File: src/rtl/encoder_stream.sv
// encoder_stream: valid/ready stream encoder (one-hot, gray, binary, thermometer)
// with a 2-entry skid buffer on the output and a completed-transaction counter.
//   clk, rst_n          : rising-edge clock, asynchronous active-low reset
//   in_valid/in_ready   : input handshake; in_data (IN_W) and in_mode (2) sampled on transfer
//   out_valid/out_ready : output handshake; out_data (OUT_W) and out_mode (2) held while stalled
//   cnt_clr             : synchronous clear of out_count and cnt_wrap (wins over a handshake)
//   out_count, cnt_wrap : output handshakes modulo 2**CNT_W, sticky wrap flag
module encoder_stream #(
    parameter int IN_W  = 3,
    parameter int OUT_W = 7,
    parameter int CNT_W = 8
) (
    input  logic             clk,
    input  logic             rst_n,
    input  logic             in_valid,
    output logic             in_ready,
    input  logic [IN_W-1:0]  in_data,
    input  logic [1:0]       in_mode,
    output logic             out_valid,
    input  logic             out_ready,
    output logic [OUT_W-1:0] out_data,
    output logic [1:0]       out_mode,
    input  logic             cnt_clr,
    output logic [CNT_W-1:0] out_count,
    output logic             cnt_wrap
);

    logic [OUT_W-1:0] enc;
    logic             acc, out_hs;
    logic             main_v_q, main_v_d, skid_v_q, skid_v_d, in_ready_q, in_ready_d;
    logic [OUT_W-1:0] main_data_q, main_data_d, skid_data_q, skid_data_d;
    logic [1:0]       main_mode_q, main_mode_d, skid_mode_q, skid_mode_d;
    logic [CNT_W-1:0] cnt_q, cnt_d;
    logic             wrap_q, wrap_d;

    always_comb begin
        enc = '0;
        case (in_mode)
            2'b00:   for (int i = 0; i < OUT_W; i++) enc[i] = (int'(in_data) == i + 1);
            2'b01:   enc = OUT_W'(in_data ^ (in_data >> 1));
            2'b10:   enc = OUT_W'(in_data);
            default: for (int i = 0; i < OUT_W; i++) enc[i] = (i < int'(in_data));
        endcase
    end

    // in_ready_q mirrors "skid empty", so an accept never arrives while skid is full.
    always_comb begin
        acc         = in_valid && in_ready_q;
        out_hs      = main_v_q && out_ready;
        main_v_d    = main_v_q;
        main_data_d = main_data_q;
        main_mode_d = main_mode_q;
        skid_v_d    = skid_v_q;
        skid_data_d = skid_data_q;
        skid_mode_d = skid_mode_q;
        if (skid_v_q) begin
            if (out_hs) begin
                main_data_d = skid_data_q;
                main_mode_d = skid_mode_q;
                skid_v_d    = 1'b0;
            end
        end else if (acc && main_v_q && !out_ready) begin
            skid_v_d    = 1'b1;
            skid_data_d = enc;
            skid_mode_d = in_mode;
        end else if (acc) begin
            main_v_d    = 1'b1;
            main_data_d = enc;
            main_mode_d = in_mode;
        end else if (out_hs) begin
            main_v_d = 1'b0;
        end
        in_ready_d = !skid_v_d;
        cnt_d      = cnt_clr ? '0 : out_hs ? cnt_q + 1'b1 : cnt_q;
        wrap_d     = cnt_clr ? 1'b0 : wrap_q || (out_hs && &cnt_q);
    end

    always_ff @(posedge clk or negedge rst_n) begin
        if (!rst_n) begin
            main_v_q    <= 1'b0;
            main_data_q <= '0;
            main_mode_q <= '0;
            skid_v_q    <= 1'b0;
            skid_data_q <= '0;
            skid_mode_q <= '0;
            in_ready_q  <= 1'b0;
            cnt_q       <= '0;
            wrap_q      <= 1'b0;
        end else begin
            main_v_q    <= main_v_d;
            main_data_q <= main_data_d;
            main_mode_q <= main_mode_d;
            skid_v_q    <= skid_v_d;
            skid_data_q <= skid_data_d;
            skid_mode_q <= skid_mode_d;
            in_ready_q  <= in_ready_d;
            cnt_q       <= cnt_d;
            wrap_q      <= wrap_d;
        end
    end

    assign in_ready  = in_ready_q;
    assign out_valid = main_v_q;
    assign out_data  = main_data_q;
    assign out_mode  = main_mode_q;
    assign out_count = cnt_q;
    assign cnt_wrap  = wrap_q;

endmodule

File: config.mk
export PLATFORM = sky130hd
export DESIGN_NAME = encoder_stream
export DESIGN_NICKNAME = d
export VERILOG_FILES = /design/src/rtl/encoder_stream.sv
export SDC_FILE = /design/constraint.sdc
export NUM_CORES = 1
export LEC_CHECK = 0
export ABC_AREA = 1
export BUFFER_PORTS_ARGS = -buffer_cell sky130_fd_sc_hd__buf_4
export CORE_ASPECT_RATIO = 1.2
export CORE_MARGIN = 8
export CORE_UTILIZATION = 60
export CTS_BUF_LIST = sky130_fd_sc_hd__clkbuf_8
export CTS_CLUSTER_SIZE = 10
export DETAILED_ROUTE_END_ITERATION = 8
export PLACE_DENSITY = 0.83
export SYNTH_ARGS = -nofsm -noshare
export SYNTH_HDL_FRONTEND = slang
export SYNTH_SLANG_ARGS = --single-unit
export TNS_END_PERCENT = 20
File: constraint.sdc
create_clock -name clk -period 2.4 [get_ports clk]
set_input_delay 0.24 -clock clk [delete_from_list [all_inputs] [get_ports clk]]
set_output_delay 0.24 -clock clk [all_outputs]
set_load 0.01 [all_outputs]
==> impl_metrics.json <==
{
  "status": "finished, final reports clean",
  "port_buffers": 29,
  "num_rows": 21,
  "finClkSkew_ns": 0.00296,
  "relSlewSlack_pct": 74.9,
  "slowest_stage": "dfrtp_1",
  "ys_warn_count": 0,
  "post_dp_cell_area_mm2": 0.00194,
  "period_share_pct": 63.5,
  "grt_pass1_vias": 1525,
  "fill_cells": 215,
  "syn-cell-area_mm2": 0.00172,
  "fin_area_mm2": 0.00204,
  "core-area_mm2": 0.00276,
  "dp_slack_ns": 0.901,
  "antenna_cells": 0,
  "report.final.slew_viol_count": 0,
  "synthMostInstantiatedCell": "nand2_1",
  "required_ns": 2.61,
  "start_util_pct": 62.5,
  "startpoint_type": "flip-flop",
  "synth_seq_cells": 30,
  "ys_types": 22,
  "synth_top_cell_by_area": "dfrtp_1",
  "synth_edf_count": 0,
  "fmax_mhz": 656,
  "cts_tree": "done",
  "ctsResizeCount": 0,
  "total_power_mw": 1.92,
  "layout.nets": 278,
  "vias": 1522,
  "cts_made_buffers": 5,
  "drtIter0Drc": 68,
  "min_period_ns": 1.52,
  "detail_route.wl_per_cell_um": 12.7,
  "dp_cells": 284,
  "die_w_um": 64.9,
  "cts_setup_buffers": 0,
  "antenna_found_initial": 0,
  "crit_chain": "inv_2 -> nand2_2 -> nand3_2 -> inv_1 -> nand2_1 -> o21ai_1",
  "place_hpwl_um": 2810,
  "gr-total-overflow": 0,
  "cp_max_fo": 15,
  "layout_setup_ws_ns": 0.876,
  "finalNonFillerCells": 293,
  "fin_tns_setup_ns": 0,
  "ant_nets": 0,
  "tightest_slew_ns": 0.377,
  "hold_violations": 0,
  "worstPathArrival_ns": 1.73,
  "cts_num_sinks": 30,
  "maxCapViolCount": 0,
  "critical_path_buf_inv_count": 2,
  "setup_viol": 0,
  "grt.total_usage_pct": 16.8,
  "slowest_delay_ns": 0.54,
  "drt-total-wl_um": 3710,
  "postSynthCellCount": 225,
  "clk_pin_slew_ns": 0.06,
  "hold_path_class": "input pin to flip-flop",
  "worst-setup-path-type": "flip-flop to flip-flop",
  "ir_drop_v": 0.000736,
  "drive_gt1_share_pct": 18.9,
  "async_reset_ff_share_pct": 100,
  "ys_seq_area_share_pct": 43.5,
  "grt_max_degree": 31,
  "h-tree-depth": 2,
  "synthFlopType": "dfrtp_1",
  "first_pass_iters": 4,
  "clock-root-buffer": "clkbuf_8",
  "power_leakage_nw": 1.13,
  "postSynthNetCount": 245,
  "drc": 0,
  "dieArea_mm2": 0.00485,
  "synth_top_area_share_pct": 43.5,
  "rsz0062_at_grt": "false",
  "cts_buffer_depth": 2,
  "viasPerCell": 5.19,
  "hold_buffers": 1,
  "grt_pass1_wl_um": 6440,
  "synthTopCellsByCount": "nand2_1, dfrtp_1, inv_1",
  "synth_area_leaders": "dfrtp_1, nand2_1, ha_1",
  "cp_top_family": "flip-flops",
  "whs_ns": 0.136,
  "area_delta_synth_final_pct": 18.6,
  "p_per_area_mw_per_mm2": 938,
  "chipHeight_um": 74.7,
  "place.gp.congestion": 0.891,
  "fin_util_pct": 74.1,
  "cp-end-kind": "flip-flop",
  "syn_avg_cell_area_um2": 7.66,
  "clock_latency_ns": 0.28,
  "io-pin-count": 30
}
[kinds of logic (layout without fill, tap and decap cells)]
logic type | Yosys count | count (layout) | synth area share (%)
compound gates | 25 | 25 | 8.34
fa+ha+maj | 10 | 10 | 7.26
flops | 30 | 30 | 43.5
simple gates | 125 | 125 | 31.7
buf+inv | 35 | 69 | 9.14
[layout make-up]
class / count / area, µm² / share of cell area (%)
Clock buffer: 6 / 82.6 / 4.04
Multi-Input combinational cell: 160 / 816 / 39.9
Timing Repair Buffer: 30 / 228 / 11.1
Sequential cell: 30 / 751 / 36.7
Inverter: 31 / 116 / 5.69
Tap cell: 34 / 42.5 / 2.08
Clock inverter: 2 / 8.76 / 0.428
[path summary, 6_finish.rpt]
check,start,end,slack [ns],depth (start not counted)
worst max-delay path,skid_v_q,out_data[4],0.88,6
worst min-delay path,cnt_clr,cnt_wrap,0.14,2
worst max register to register,skid_v_q,out_data[4],0.88,6
worst min register to register,skid_data_q[1],skid_data_q[1],0.49,2
max in group asynchronous,rst_n,skid_data_q[0],1.69,2
min in group asynchronous,rst_n,skid_data_q[1],0.43,2
[power breakdown]
group | internal [mW] | switching [mW] | total (mW)
logic | 0.291 | 0.404 | 0.695
registers | 0.676 | 0.137 | 0.813
clock network | 0.226 | 0.183 | 0.410
[state kept, by name, summed over array words and instances, names as in the netlist]
signal       count
in_ready         1
out_mode         2
out_count        8
cnt_wrap         1
out_data         7
skid_data_q      7
skid_v_q         1
out_valid        1
skid_mode_q      2
[placed cells by master (no fill, tap or decap), types with 6 or more instances in the layout]
cell,Yosys,final
buf_4,1,29
ha_1,10,10
nand3_1,15,15
o21ai_0,7,7
clkbuf_8,0,6
nor2_1,25,25
nand2_1,69,69
dfrtp_1,30,30
a21oi_1,8,8
inv_1,29,30
[layer usage]
layer  global-route usage, %  wire [µm]
met5                       0          0
met2                    30.0       1850
met3                    5.65        211
met1                    16.2       1520
met4                    10.9        127
No activity file was read; power rests on OpenSTA's default activity.
